[src/rtl/digit_sched_pkg.sv]
//==============================================================================
// Package : digit_sched_pkg
// Brief   : Shared FSM states, glyph codes and one-hot digit selects for the
//           digit scan scheduler.
// Revision: 1.0 - initial release
//==============================================================================
`default_nettype none

package digit_sched_pkg;

    typedef enum logic [1:0] {
        IDLE   = 2'd0,
        LOAD   = 2'd1,
        DRAW   = 2'd2,
        FINISH = 2'd3
    } state_t;

    localparam logic [3:0] NUMBER_BLANK = 4'd12;

    localparam logic [3:0] DIG3 = 4'd8;
    localparam logic [3:0] DIG2 = 4'd4;
    localparam logic [3:0] DIG1 = 4'd2;
    localparam logic [3:0] DIG0 = 4'd1;

    localparam int DEFAULT_DIGIT_PITCH = 9;

endpackage

`default_nettype wire

[src/rtl/rr_arbiter.sv]
//==============================================================================
// Module  : rr_arbiter
// Brief   : Combinational round-robin picker: first request at or above the
//           pointer, wrapping around; pointer register lives in the parent.
// Revision: 1.0 - initial release
//==============================================================================
`default_nettype none

module rr_arbiter #(
    parameter int N  = 4,
    parameter int IW = (N > 1) ? $clog2(N) : 1
) (
    input  logic [N-1:0]  i_req,
    input  logic [IW-1:0] i_ptr,
    output logic [N-1:0]  o_grant
);

    int   w_idx;
    logic w_found;

    always_comb begin
        o_grant = '0;
        w_found = 1'b0;
        w_idx   = 0;
        for (int i = 0; i < N; i++) begin
            w_idx = int'(i_ptr) + i;
            if (w_idx >= N) begin
                w_idx = w_idx - N;
            end
            if (!w_found && i_req[w_idx]) begin
                o_grant[w_idx] = 1'b1;
                w_found        = 1'b1;
            end
        end
    end

endmodule

`default_nettype wire

[src/rtl/digit_scan_scheduler.sv]
//==============================================================================
// Module  : digit_scan_scheduler
// Brief   : Time-shares one 4-bit binary digit renderer among display fields,
//           scanning digits MSB-first with a fixed hold per digit.
// Revision: 1.0 - initial release
//==============================================================================
`default_nettype none

module digit_scan_scheduler
    import digit_sched_pkg::*;
#(
    parameter int N_FIELDS    = 4,
    parameter int HOLD_CYCLES = 16,
    parameter int DIGIT_PITCH = DEFAULT_DIGIT_PITCH
) (
    input  logic                     F25MHZ,
    input  logic                     RESET,
    input  logic [N_FIELDS-1:0]      REQ,
    input  logic [4*N_FIELDS-1:0]    FIELD_DATA,
    input  logic [10*N_FIELDS-1:0]   FIELD_X,
    input  logic [10*N_FIELDS-1:0]   FIELD_Y,
    output logic [N_FIELDS-1:0]      GNT,
    output logic [N_FIELDS-1:0]      DONE,
    output logic [3:0]               DIGIT,
    output logic [9:0]               DIGIT_LOW_X,
    output logic [9:0]               DIGIT_LOW_Y,
    output logic [3:0]               NUMBER,
    output logic                     BUSY
);

    localparam int IW       = (N_FIELDS > 1) ? $clog2(N_FIELDS) : 1;
    localparam int HOLD_EFF = (HOLD_CYCLES < 1) ? 1 : HOLD_CYCLES;
    localparam int HW       = (HOLD_EFF > 1) ? $clog2(HOLD_EFF) : 1;

    localparam logic [HW-1:0] c_HOLD_LAST = HW'(HOLD_EFF - 1);
    localparam logic [IW-1:0] c_WIN_LAST  = IW'(N_FIELDS - 1);
    localparam logic [9:0]    c_PITCH     = 10'(DIGIT_PITCH);

    state_t              r_state_q,  w_state_d;
    logic [IW-1:0]       r_ptr_q,    w_ptr_d;
    logic [IW-1:0]       r_win_q,    w_win_d;
    logic [N_FIELDS-1:0] r_gnt_q,    w_gnt_d;
    logic [N_FIELDS-1:0] r_done_q,   w_done_d;
    logic [3:0]          r_data_q,   w_data_d;
    logic [1:0]          r_k_q,      w_k_d;
    logic [HW-1:0]       r_hold_q,   w_hold_d;
    logic [3:0]          r_digit_q,  w_digit_d;
    logic [3:0]          r_number_q, w_number_d;
    logic [9:0]          r_low_x_q,  w_low_x_d;
    logic [9:0]          r_low_y_q,  w_low_y_d;
    logic                r_busy_q,   w_busy_d;

    logic [N_FIELDS-1:0] w_grant;
    logic [IW-1:0]       w_win_idx;
    int                  w_win_int;

    rr_arbiter #(
        .N  (N_FIELDS),
        .IW (IW)
    ) u_rr_arbiter (
        .i_req   (REQ),
        .i_ptr   (r_ptr_q),
        .o_grant (w_grant)
    );

    always_comb begin
        w_win_idx = '0;
        for (int i = 0; i < N_FIELDS; i++) begin
            if (w_grant[i]) begin
                w_win_idx = IW'(i);
            end
        end
    end

    assign w_win_int = int'(r_win_q);

    always_comb begin
        w_state_d  = r_state_q;
        w_ptr_d    = r_ptr_q;
        w_win_d    = r_win_q;
        w_gnt_d    = r_gnt_q;
        w_done_d   = r_done_q;
        w_data_d   = r_data_q;
        w_k_d      = r_k_q;
        w_hold_d   = r_hold_q;
        w_digit_d  = r_digit_q;
        w_number_d = r_number_q;
        w_low_x_d  = r_low_x_q;
        w_low_y_d  = r_low_y_q;

        unique case (r_state_q)
            IDLE: begin
                if (|REQ) begin
                    w_state_d = LOAD;
                    w_win_d   = w_win_idx;
                    w_gnt_d   = w_grant;
                end
            end
            // The first digit's outputs are loaded alongside the snapshot so
            // DRAW opens with valid glyph data on its very first cycle.
            LOAD: begin
                w_data_d   = FIELD_DATA[4*w_win_int +: 4];
                w_low_x_d  = FIELD_X[10*w_win_int +: 10];
                w_low_y_d  = FIELD_Y[10*w_win_int +: 10];
                w_digit_d  = DIG3;
                w_number_d = {3'b000, FIELD_DATA[4*w_win_int + 3]};
                w_k_d      = 2'd3;
                w_hold_d   = '0;
                w_state_d  = DRAW;
            end
            DRAW: begin
                if (r_hold_q == c_HOLD_LAST) begin
                    w_hold_d = '0;
                    if (r_k_q == 2'd0) begin
                        w_state_d  = FINISH;
                        w_digit_d  = 4'd0;
                        w_number_d = NUMBER_BLANK;
                        w_done_d   = r_gnt_q;
                    end else begin
                        w_k_d      = r_k_q - 2'd1;
                        w_digit_d  = r_digit_q >> 1;
                        w_number_d = {3'b000, r_data_q[r_k_q - 2'd1]};
                        w_low_x_d  = r_low_x_q + c_PITCH;
                    end
                end else begin
                    w_hold_d = r_hold_q + 1'b1;
                end
            end
            FINISH: begin
                w_done_d  = '0;
                w_gnt_d   = '0;
                w_ptr_d   = (r_win_q == c_WIN_LAST) ? '0 : r_win_q + 1'b1;
                w_state_d = IDLE;
            end
            default: begin
                w_state_d = IDLE;
            end
        endcase

        w_busy_d = (w_state_d != IDLE);
    end

    always_ff @(posedge F25MHZ) begin
        if (RESET) begin
            r_state_q  <= IDLE;
            r_ptr_q    <= '0;
            r_win_q    <= '0;
            r_gnt_q    <= '0;
            r_done_q   <= '0;
            r_data_q   <= '0;
            r_k_q      <= '0;
            r_hold_q   <= '0;
            r_digit_q  <= '0;
            r_number_q <= NUMBER_BLANK;
            r_low_x_q  <= '0;
            r_low_y_q  <= '0;
            r_busy_q   <= 1'b0;
        end else begin
            r_state_q  <= w_state_d;
            r_ptr_q    <= w_ptr_d;
            r_win_q    <= w_win_d;
            r_gnt_q    <= w_gnt_d;
            r_done_q   <= w_done_d;
            r_data_q   <= w_data_d;
            r_k_q      <= w_k_d;
            r_hold_q   <= w_hold_d;
            r_digit_q  <= w_digit_d;
            r_number_q <= w_number_d;
            r_low_x_q  <= w_low_x_d;
            r_low_y_q  <= w_low_y_d;
            r_busy_q   <= w_busy_d;
        end
    end

    assign GNT         = r_gnt_q;
    assign DONE        = r_done_q;
    assign DIGIT       = r_digit_q;
    assign NUMBER      = r_number_q;
    assign DIGIT_LOW_X = r_low_x_q;
    assign DIGIT_LOW_Y = r_low_y_q;
    assign BUSY        = r_busy_q;

endmodule

`default_nettype wire
[config.mk]
export PLATFORM = sky130hd
export DESIGN_NAME = digit_scan_scheduler
export DESIGN_NICKNAME = d
export VERILOG_FILES = /design/src/rtl/digit_sched_pkg.sv /design/src/rtl/rr_arbiter.sv /design/src/rtl/digit_scan_scheduler.sv
export SDC_FILE = /design/constraint.sdc
export NUM_CORES = 1
export LEC_CHECK = 0
export CAP_MARGIN = 5
export CORE_UTILIZATION = 36
export CTS_CLUSTER_SIZE = 25
export DETAILED_ROUTE_END_ITERATION = 7
export GPL_TIMING_DRIVEN = 0
export PLACE_DENSITY = 0.7
export SYNTH_ARGS = -nofsm -noshare
export SYNTH_HDL_FRONTEND = slang
export SYNTH_SLANG_ARGS = --single-unit
[constraint.sdc]
create_clock -name F25MHZ -period 3.7 [get_ports F25MHZ]
set_clock_uncertainty 0.2 [all_clocks]
set_input_delay 0.74 -clock F25MHZ [delete_from_list [all_inputs] [get_ports F25MHZ]]
set_output_delay 0.74 -clock F25MHZ [all_outputs]
set_load 0.005 [all_outputs]
# After elaboration in Yosys (flattened, before gate mapping)
# Cells that the tools add are included.
totals:
  register_bits: 53
  latch_bits: 0
  mem_bits_rw: 0
  rom_bits: 0
  in_bits: 102
  output_inout_bits: 37
  elab_cells: 140
  memories: 0
op_classes:
  add_sub_neg: 12
  mul: 1
  n_div: 0
  magnitude_cmp: 14
  n_eq_ne: 9
  shift: 3
  n_mux: 63
  n_bitwise: 3
  reduce_logical: 22
op_table:
  columns: ["operator", "n"]
  rows:
  - ["$ge A32 B1 Y1 const B", 4]
  - ["$lt A32 B4 Y1 const B", 4]
  - ["$mux W32", 4]
  - ["$ge A32 B4 Y1 const B", 3]
  - ["$sub A32 B4 Y32 const B", 3]
  - ["$mux W4", 11]
  - ["$pmux W4 S2", 5]
  - ["$shiftx A40 B32 Y10", 1]
  - ["$shiftx A40 B7 Y10", 1]
  - ["$mux W10", 2]
  - ["$pmux W10 S2", 1]
  - ["$mux W1", 19]
  - ["$mux W2", 8]
  - ["$shiftx A16 B5 Y4", 1]
  - ["$or A4 B4 Y4", 3]
  - ["$add A10 B4 Y10 const B", 1]
  - ["$bmux W1 S2", 5]
  - ["$demux W1 S2", 4]
  - ["$ne A2 B2 Y1 const B", 4]
  - ["$pmux W2 S4", 1]
  - ["$reduce_bool A2 Y1", 4]
  - ["$logic_and A1 B1 Y1", 7]
  - ["$add A2 B2 Y3 const B", 2]
  - ["$eq A2 B2 Y1 const B", 3]
  - ["other kinds (20)", 26]

# Depth between registers and ports, before layout
# Gate-level depths: netlist (run 1).
logic_depth:
  ltp_word: 18
  mapped_depth: 10

# By module
# From an unflattened synthesis (run 1), not the netlist that was laid out.
hier_totals:
  cells_unflattened: 329
  area_unflattened_um2: 3328.2
by_module_without_submodules:
  columns: ["mod", "n_inst", "cells_per_inst", "area_each_um2", "seq_area_each_um2"]
  rows:
  - ["digit_scan_scheduler", 1, 291, 2970.3, 1021.0]
  - ["rr_arbiter", 1, 38, 357.8, 0.0]

# Worst setup path after synthesis (run 1)
# Ideal clock, no wire load.
synth_timing:
  kind: "register to register"
  startpoint: "reg r_ptr_q[0]"
  endpoint: "reg r_win_q[0]"
  setup_time_ps: 79
  t_arrival_ps: 2221
  path_slack_ps: 1199
  path_stages_with_launch: 10
  path_buffers: 1
  cell_sequence: "dfxtp_1 buf_6 inv_1 ha_1 mux4_2 nand2b_2 o21ai_1 a221o_2 nand2b_4 a211oi_2"
synth_via:
  elab_chain_cells: 18
synth_lines:
  columns: ["item", "line_no", "text"]
  rows:
  - ["start, declared", "digit_scan_scheduler.sv:40", "logic [IW-1:0] r_ptr_q, w_ptr_d;"]
  - ["start signal, assigned", "digit_scan_scheduler.sv:160", "r_ptr_q <= w_ptr_d;"]
  - ["branches (longest 14 deep; another with $sub A32 B4 Y32)", null, null]
  - ["$mux W4 (*)", "rr_arbiter.sv:30", "if (!w_found && i_req[w_idx]) begin"]
  - ["$mux W1", "digit_scan_scheduler.sv:69", "if (w_grant[i]) begin"]
  - ["$mux W2", "digit_scan_scheduler.sv:69", null]
  - ["$mux W2 (*)", "digit_scan_scheduler.sv:69", null]
  - ["end signal, assigned", "digit_scan_scheduler.sv:161", "r_win_q <= w_win_d;"]
  - ["end, declared", "digit_scan_scheduler.sv:41", "logic [IW-1:0] r_win_q, w_win_d;"]
# Every way passes the cells marked *. The select of a mux whose other input is x is not followed.
# A chain may end at the register's enable or synchronous reset.

# Worst setup path after layout (run 1)
layout_timing:
  startpoint: "reg r_ptr_q[1]"
  endpoint: "reg r_gnt_q[0] (netlist: GNT[0])"
layout_via:
  elab_chain_cells: 17
layout_lines:
  columns: ["item", "line_no", "text"]
  rows:
  - ["branches (longest 14 deep; another with $sub A32 B4 Y32)", null, null]
  - ["$mux W4 (*)", "rr_arbiter.sv:30", null]
  - ["$mux W4 (*)", "digit_scan_scheduler.sv:93", "if (|REQ) begin"]
  - ["$pmux W4 S2 (*)", "digit_scan_scheduler.sv:91", "unique case (r_state_q)"]
  - ["end signal, assigned", "digit_scan_scheduler.sv:162", "r_gnt_q <= w_gnt_d;"]
  - ["end, declared", "digit_scan_scheduler.sv:42", "logic [N_FIELDS-1:0] r_gnt_q, w_gnt_d;"]
# Marks and branches as above.

==> flow_summary.ini, run 1 <==
[outcome]
status = finished clean

[yosys]
syn-num-nets = 468
synth_compound_area_share_pct = 14.0
synth_area_um2 = 3240
yosys.cell_types.count = 53
synth.area.top_cells = dfxtp_1, mux4_2, ha_1, nor2_1, mux2i_1
netlist_instances = 351
synth-seq-cells = 51
synth-edff-count = 0
synth-main-ff-cell = dfxtp_1
synth_warnings = 0
synth-async-reset-ratio_pct = 0
synth_top_family_by_area = multiplexers
synth.area.mux_share_pct = 24.0
synth.top_cell.area_share_pct = 31.5
synthSimpleGateAreaFrac_pct = 18.8
synth_area_per_cell_um2 = 9.24
synth_top_area_cell = dfxtp_1
seq_area_frac_synth_pct = 31.5
synthAdderAreaFrac_pct = 5.79
synth_xor_area_share_pct = 0.540

[placement]
gp_congestion = 0.871
placed_area_um2 = 4740
pre_cts_ws_ns = 0.684
io_buffers = 136
dp_hpwl_mm = 7.56
place_inst = 595

[clock_network]
path_clk_slew_ns = 0.10
cts_buffers = 5
cts_setup_buffers = 0
cts_tree = done
insertion_delay_ns = 0.30
postCtsHoldBufs = 0
cts_resized = 0
clkSinkCount = 51
htree_levels = 2
ctsRootBufferMaster = clkbuf_8
clk_path_buf_depth = 2

[worst_setup_path]
cp_cell_sequence = inv_1 > ha_1 > mux4_2 > nand2b_2 > inv_1 > a222oi_1 > a21boi_0 > o41ai_2
arrival_ns = 2.84
rr_startpoint = r_ptr_q[1]
reg2reg_to = GNT[0]
ff2ff_setup_slack_ns = 0.83
start_kind = flip-flop
critPathMaxFanout = 8
cp_slowest_cell = mux4_2
endpoint_kind = flip-flop
crit_start = r_ptr_q[1]
cpMostUsedCell = inv_1
crit_type = reg2reg
cp.required_ns = 3.67
rr_worst_depth = 8
slowest_delay_ns = 0.57

[global_routing]
grt_max_degree = 17
first_global_vias = 3245
grt-ovfl-total = 0
antenna_found_initial = 0
grt_usage_pct = 20.4
grt_pass1_wl_mm = 15.7

[power]
ir_drop_uv = 316
power_density_nw_per_um2 = 613
power_mw = 2.96
power_leakage_nw = 1.74

[timing]
setup_viol = 0
setup-tns-final_ns = 0
fin_crit_ns = 2.87
setup_ws_ns = 0.833
period_share_pct = 77.5
grt_setup_unrepaired = no
hold_viol = 0
worst_pin_slew_ns = 0.699
finalMaxSlewViolations = 0
slew_headroom_pct = 53.4
holdWs_ns = 0.276
fmax_ghz = 0.349

[floorplanning]
dieArea_um2 = 9390
die_y_um = 96.9
start_util_pct = 37.2
top_level_ports = 139
row_count = 34
core_region_area_um2 = 8720
die-width_um = 96.9

[layout]
finalNetCount = 611
layout_common_cells = clkdlybuf4s50_1, dfxtp_1, nor2_1
finalNonFillerCells = 603
diodes = 0
final_common_cell = clkdlybuf4s50_1
final_util_pct = 55.4
fin_area_um2 = 4830
syn2layout_area_growth_pct = 48.9
layout-drive-gt1-share_pct = 10.9

[drt]
drtIter0Drc = 104
ant_nets = 0
wirelength_mm = 9.30
drc_errors = 0
post_drt_wl_per_cell_um = 15.4
post_drt_via_cell_ratio = 5.29
dr.pass1.iters = 4
vias = 3187

[min_path]
hold_path_class = reg2reg
whs_path_depth = 2
min_from = DIGIT[0]
min_to = DIGIT[0]

[job]
cap_violations = 0
state kept, by name, summed over array words and instances (netlist names), 2 cells and up:
| signal | count |
|---|---|
| DIGIT | 4 |
| DIGIT_LOW_X | 10 |
| DIGIT_LOW_Y | 10 |
| DONE | 4 |
| GNT | 4 |
| NUMBER | 2 |
| r_data_q | 4 |
| r_hold_q | 4 |
| r_k_q | 2 |
| r_ptr_q | 2 |
| r_state_q | 2 |
| r_win_q | 2 |
Yosys cell counts, types with 3 or more instances:
cell and instances:
a221o_2 3, nand2_1 34, mux2i_1 17, nand3b_1 3, a22oi_1 4, clkbuf_1 16
or3b_1 3, buf_2 6, ha_1 15, a31oi_1 3, nor3_1 7, nand3_1 14
dfxtp_1 51, inv_1 13, o21ai_0 6, a21oi_1 32, nor2_1 47, mux4_2 27
o21ai_1 3
kinds of logic after synthesis:
logic type | count (synthesis)
and+or+nand+nor | 129
AOI/OAI and AO/OA | 69
DFF | 51
muxes | 44
buffers and inverters | 40
adders and majority gates | 15
xor gates and xnor gates | 2
other | 1
metal layers:
metal / global-route usage, % / routed length [µm] / vias up
li1: - / - / 1567
met1: 26.3 / 3980 / 1495
met2: 34.8 / 4610 / 115
met3: 3.47 / 578 / 10
met4: 6.20 / 131 / 0
met5: 0 / 0 / -
worst max-delay path by stage:
stage	endpoint	slack, ns
after floorplan	r_win_q[0]	1.20
after global placement	r_win_q[0]	0.77
after detailed placement	r_win_q[0]	0.68
after CTS	GNT[0]	0.88
after global routing	r_win_q[0]	0.63
final	GNT[0]	0.83
power breakdown:
part / internal [mW] / total (mW) / leakage, nW / switching, mW
Sequential: 0.712 / 0.856 / 0.417 / 0.144
Clock: 0.132 / 0.321 / 0.0402 / 0.189
Combinational: 0.923 / 1.78 / 1.29 / 0.860
Total: 1.77 / 2.96 / 1.74 / 1.19
worst max-delay path, delay by kind of cell, from the launching register on:
family          cells  cell delay (ns)
compound gates      3             0.71
fa+ha+maj           1             0.41
buf+inv             2             0.19
flops               1             0.53
mux                 1             0.57
simple gates        1             0.12
final cells by class:
class / instances / area [µm²]
repair buffers: 136 / 1360
well taps: 108 / 135
clock inverters: 3 / 20.0
clock buffers: 5 / 68.8
fillers: 776 / 3890
multi-input cells: 260 / 2050
flip-flops and latches: 51 / 1020
inverters: 13 / 48.8
plain buffers: 27 / 124
Note: power is estimated with default switching activity, not from simulation.
==> run 2: changes to the inputs <==
==> constraint.sdc (replaced) <==
create_clock -name F25MHZ -period 3 [get_ports F25MHZ]
set_clock_uncertainty 0.2 [all_clocks]
set_input_delay 0.6 -clock F25MHZ [delete_from_list [all_inputs] [get_ports F25MHZ]]
set_output_delay 0.6 -clock F25MHZ [all_outputs]
set_load 0.005 [all_outputs]
==> flow_summary.ini, run 2 (synthesis results as in run 1) <==
[outcome]
status = finished clean

[placement]
dp_hpwl_mm = 7.56
io_buffers = 136
gp_congestion = 0.871
placed_area_um2 = 4740
place_inst = 595

[worst_setup_path]
cp.required_ns = 2.97
cp_cell_sequence = buf_6 > inv_1 > ha_1 > mux4_2 > nand2b_2 > inv_1 > a222oi_1 > a21boi_0 > o41ai_2
rr_worst_depth = 9
cp_slowest_cell = mux4_2
slowest_delay_ns = 0.57
ff2ff_setup_slack_ns = 0.18
critPathMaxFanout = 8
cpMostUsedCell = inv_1
start_kind = flip-flop
reg2reg_to = GNT[0]
path_buf_inv = 3
rr_startpoint = r_ptr_q[0]
critPathTopFamily = compound AO/OA/AOI/OAI gates
endpoint_kind = flip-flop
path_depth = 9
crit_type = reg2reg
arrival_ns = 2.80

[power]
ir_drop_uv = 388
power_leakage_nw = 1.75
power_density_nw_per_um2 = 755

[global_routing]
grt_usage_pct = 20.4
grt-ovfl-total = 0
first_global_vias = 3245
grt_max_degree = 17
grt_pass1_wl_mm = 15.7
antenna_found_initial = 0

[clock_network]
cts_tree = done
clk_path_buf_depth = 2
clkSinkCount = 51
htree_levels = 2
path_clk_slew_ns = 0.09
ctsRootBufferMaster = clkbuf_8
insertion_delay_ns = 0.30
cts_buffers = 5
postCtsHoldBufs = 0

[timing]
setup_viol = 0
period_share_pct = 94.2
fmax_ghz = 0.354
grt_setup_unrepaired = no
finalMaxSlewViolations = 0
hold_viol = 0
setup-tns-final_ns = 0
worst_pin_slew_ns = 0.696
slew_headroom_pct = 53.6
fin_crit_ns = 2.82

[min_path]
min_to = DIGIT[0]
min_from = DIGIT[0]
hold_path_class = reg2reg
whs_path_depth = 2

[floorplanning]
die-width_um = 96.9
core_region_area_um2 = 8720
top_level_ports = 139
die_y_um = 96.9
dieArea_um2 = 9390
start_util_pct = 37.2
row_count = 34

[drt]
ant_nets = 0
wirelength_mm = 9.30
vias = 3192
drtIter0Drc = 116
dr.pass1.iters = 4
post_drt_via_cell_ratio = 5.29
post_drt_wl_per_cell_um = 15.4
drc_errors = 0

[layout]
final_common_cell = clkdlybuf4s50_1
finalNetCount = 611
finalNonFillerCells = 603
syn2layout_area_growth_pct = 49.3
ff_latch_area_um2 = 1020
layout_common_cells = clkdlybuf4s50_1, dfxtp_1, nor2_1
fin_area_um2 = 4840
fill_cells = 778
layout-drive-gt1-share_pct = 11.5
diodes = 0
multi_input_area_um2 = 2060

[job]
cap_violations = 0
-- run 2: cell counts in the layout (fill, tap and decap cells not counted) --
Identical to the previous run, type by type.
-- run 2: worst reg2reg max path: stages, from the launching register on --
cell      delay (ns)
dfxtp_1         0.41
buf_6           0.16
inv_1           0.11
ha_1            0.41
mux4_2          0.57
nand2b_2        0.12
inv_1           0.04
a222oi_1        0.25
a21boi_0        0.33
o41ai_2         0.09
-- run 2: layout make-up --
cell class	count	area share, %
Buffer	27	2.56
Clock buffer	5	1.42
Clock inverter	3	0.413
Inverter	13	1.01
Multi-Input combinational cell	260	42.6
Sequential cell	51	21.1
Tap cell	108	2.79
Timing Repair Buffer	136	28.1
-- run 2: what timing repair did --
action / in CTS / in global routing
setup endpoints to repair: 0 / 2
setup buffers: 0 / 0
gates resized for setup: 0 / 5
-- run 2: routing by layer --
| metal | vias up | track usage [%] | share of wire, % |
|---|---|---|---|
| li1 | 1568 | - | - |
| met1 | 1501 | 26.3 | 43 |
| met2 | 113 | 34.8 | 50 |
| met3 | 10 | 3.47 | 6.0 |
| met4 | 0 | 6.20 | 1.4 |
| met5 | - | 0 | 0 |
-- run 2: report_power, final --
part | total, mW | switching [mW] | internal, mW | leakage (nW)
combinational | 2.21 | 1.07 | 1.14 | 1.29
sequential | 1.06 | 0.177 | 0.879 | 0.417
clock | 0.395 | 0.232 | 0.163 | 0.0402
-- run 2: stage by stage --
| stage | utilization [%] | power (mW) | worst slack [ns] | hold slack, ns |
|---|---|---|---|---|
| 2_1_floorplan | - | 2.51 | 0.499 | 0.248 |
| 3_3_place_gp | 54.3 | 3.24 | 0.213 | 0.240 |
| 3_5_place_dp | 54.3 | 3.27 | 0.124 | 0.268 |
| 4_1_cts | 55.4 | 3.68 | 0.181 | 0.282 |
| 5_1_grt | 55.5 | 3.98 | 0.0283 | 0.294 |
| 6_report | 55.5 | 3.66 | 0.175 | 0.275 |
-- run 2: worst max-delay path by stage --
| stage | start | to |
|---|---|---|
| 2_1_floorplan | r_ptr_q[0] | r_win_q[0] |
| 3_3_place_gp | REQ[1] | r_win_q[0] |
| 3_5_place_dp | REQ[2] | r_win_q[0] |
| 4_1_cts | r_ptr_q[1] | GNT[0] |
| 5_1_grt | r_ptr_q[0] | GNT[0] |
| 6_report | r_ptr_q[0] | GNT[0] |
==> run 3: changes to the inputs <==
--- a/config.mk
+++ b/config.mk
@@ -6,10 +6,10 @@
 export NUM_CORES = 1
 export LEC_CHECK = 0
 export CAP_MARGIN = 5
+export CORE_ASPECT_RATIO = 0.9
 export CORE_UTILIZATION = 36
 export CTS_CLUSTER_SIZE = 25
 export DETAILED_ROUTE_END_ITERATION = 7
-export GPL_TIMING_DRIVEN = 0
 export PLACE_DENSITY = 0.7
 export SYNTH_ARGS = -nofsm -noshare
 export SYNTH_HDL_FRONTEND = slang
==> flow_summary.ini, run 3 (synthesis results as in run 1) <==
[outcome]
status = finished clean

[worst_setup_path]
endpoint_kind = flip-flop
cp.required_ns = 3.03
crit_start = r_ptr_q[1]
arrival_ns = 2.85
crit_type = reg2reg
critPathMaxFanout = 8
start_kind = flip-flop
rr_startpoint = r_ptr_q[1]

[global_routing]
grt-ovfl-total = 0
antenna_found_initial = 0
grt_usage_pct = 19.7
first_global_vias = 3032
grt_max_degree = 37
grt_pass1_wl_mm = 14.4

[drt]
drtIter0Drc = 91
post_drt_via_cell_ratio = 5.24
dr.pass1.iters = 5
vias = 3129
post_drt_wl_per_cell_um = 15.1
ant_nets = 0
wirelength_mm = 9.00
drc_errors = 0

[clock_network]
cts_buffers = 5
cts_resized = 0
clk_path_buf_depth = 2
cts_setup_buffers = 0
path_clk_slew_ns = 0.10
cts_tree = done
postCtsHoldBufs = 0
insertion_delay_ns = 0.31
clkSinkCount = 51
htree_levels = 2
ctsRootBufferMaster = clkbuf_8

[layout]
diodes = 0
syn2layout_area_growth_pct = 48.5
layout-drive-gt1-share_pct = 11.7
layout_common_cells = clkdlybuf4s50_1, dfxtp_1, nor2_1
final_common_cell = clkdlybuf4s50_1
finalNonFillerCells = 597
finalNetCount = 594
fill_cells = 780

[placement]
pre_cts_ws_ns = -0.0418
place_inst = 589
dp_hpwl_mm = 7.11
gp_congestion = 0.804
io_buffers = 137

[timing]
setup-tns-final_ns = 0
finalMaxSlewViolations = 0
fin_crit_ns = 2.82
setup_viol = 0
slew_headroom_pct = 49.4
hold_viol = 0
fmax_ghz = 0.355
grt_setup_unrepaired = no
period_share_pct = 93.9
setup_ws_ns = 0.184
worst_pin_slew_ns = 0.758

[job]
cap_violations = 0

[min_path]
min_from = DIGIT[0]
hold_path_class = reg2reg

[power]
power_leakage_nw = 1.74
ir_drop_uv = 387
power_density_nw_per_um2 = 778

[floorplanning]
row_count = 32
die-width_um = 102
core_region_area_um2 = 8650
start_util_pct = 37.5
die_y_um = 92.0
top_level_ports = 139
dieArea_um2 = 9390
-- run 3: changes by cell type in the layout (fill, tap and decap cells not counted) --
cell / before / now
a2111oi_0: 0 / 2
a2111oi_2: 2 / 0
buf_1: 2 / 0
buf_2: 6 / 1
buf_4: 2 / 9
buf_6: 1 / 0
bufinv_16: 0 / 1
clkbuf_1: 16 / 0
clkinv_4: 0 / 1
clkinvlp_4: 2 / 0
-- run 3: final timing paths --
path | to | slack [ns] | depth (start not counted)
worst max-delay path | r_win_q[0] | 0.18 | 8
worst min-delay path | DIGIT[0] | 0.26 | 2
worst max register to register | r_win_q[0] | 0.18 | 8
worst min register to register | DIGIT[0] | 0.26 | 2
-- run 3: area by class of cell --
type	count	area [µm²]	area share [%]
flip-flops and latches	51	1020	21.2
multi-input cells	260	2050	42.6
clock inverters	3	43.8	0.909
repair buffers	146	1430	29.8
clock buffers	5	68.8	1.43
inverters	13	48.8	1.01
well taps	119	149	3.09
-- run 3: stage by stage --
stage / hold slack, ns / util, % / total power, mW / cell area, µm²
after floorplan: 0.248 / - / 2.51 / 3240
after global placement: 0.241 / 54.4 / 3.22 / 4700
after detailed placement: 0.246 / 54.4 / 3.28 / 4700
after CTS: 0.259 / 55.7 / 3.77 / 4820
after global routing: 0.304 / 55.7 / 4.05 / 4820
final: 0.256 / 55.7 / 3.75 / 4820
-- run 3: power by group --
| part | switching (mW) | total (mW) | internal, mW |
|---|---|---|---|
| registers | 0.265 | 1.14 | 0.880 |
| clock network | 0.238 | 0.487 | 0.249 |
| logic | 0.976 | 2.12 | 1.14 |
| total | 1.48 | 3.75 | 2.27 |
-- run 3: layer usage --
| metal | global-route usage, % | part of all wire [%] | vias to the layer above |
|---|---|---|---|
| met2 | 32.8 | 48 | 131 |
| met3 | 5.11 | 7.2 | 8 |
| li1 | - | - | 1527 |
| met4 | 3.69 | 0.81 | 0 |
| met5 | 0 | 0 | - |
| met1 | 25.8 | 44 | 1463 |
-- run 3: critical path, stage by stage (launching register included) --
cell and delay (ns):
dfxtp_1 0.52, inv_1 0.13, ha_1 0.36, or3b_1 0.38
a2111oi_0 0.49, or2_2 0.23, a221o_2 0.19, nor2_2 0.04
a211oi_2 0.20
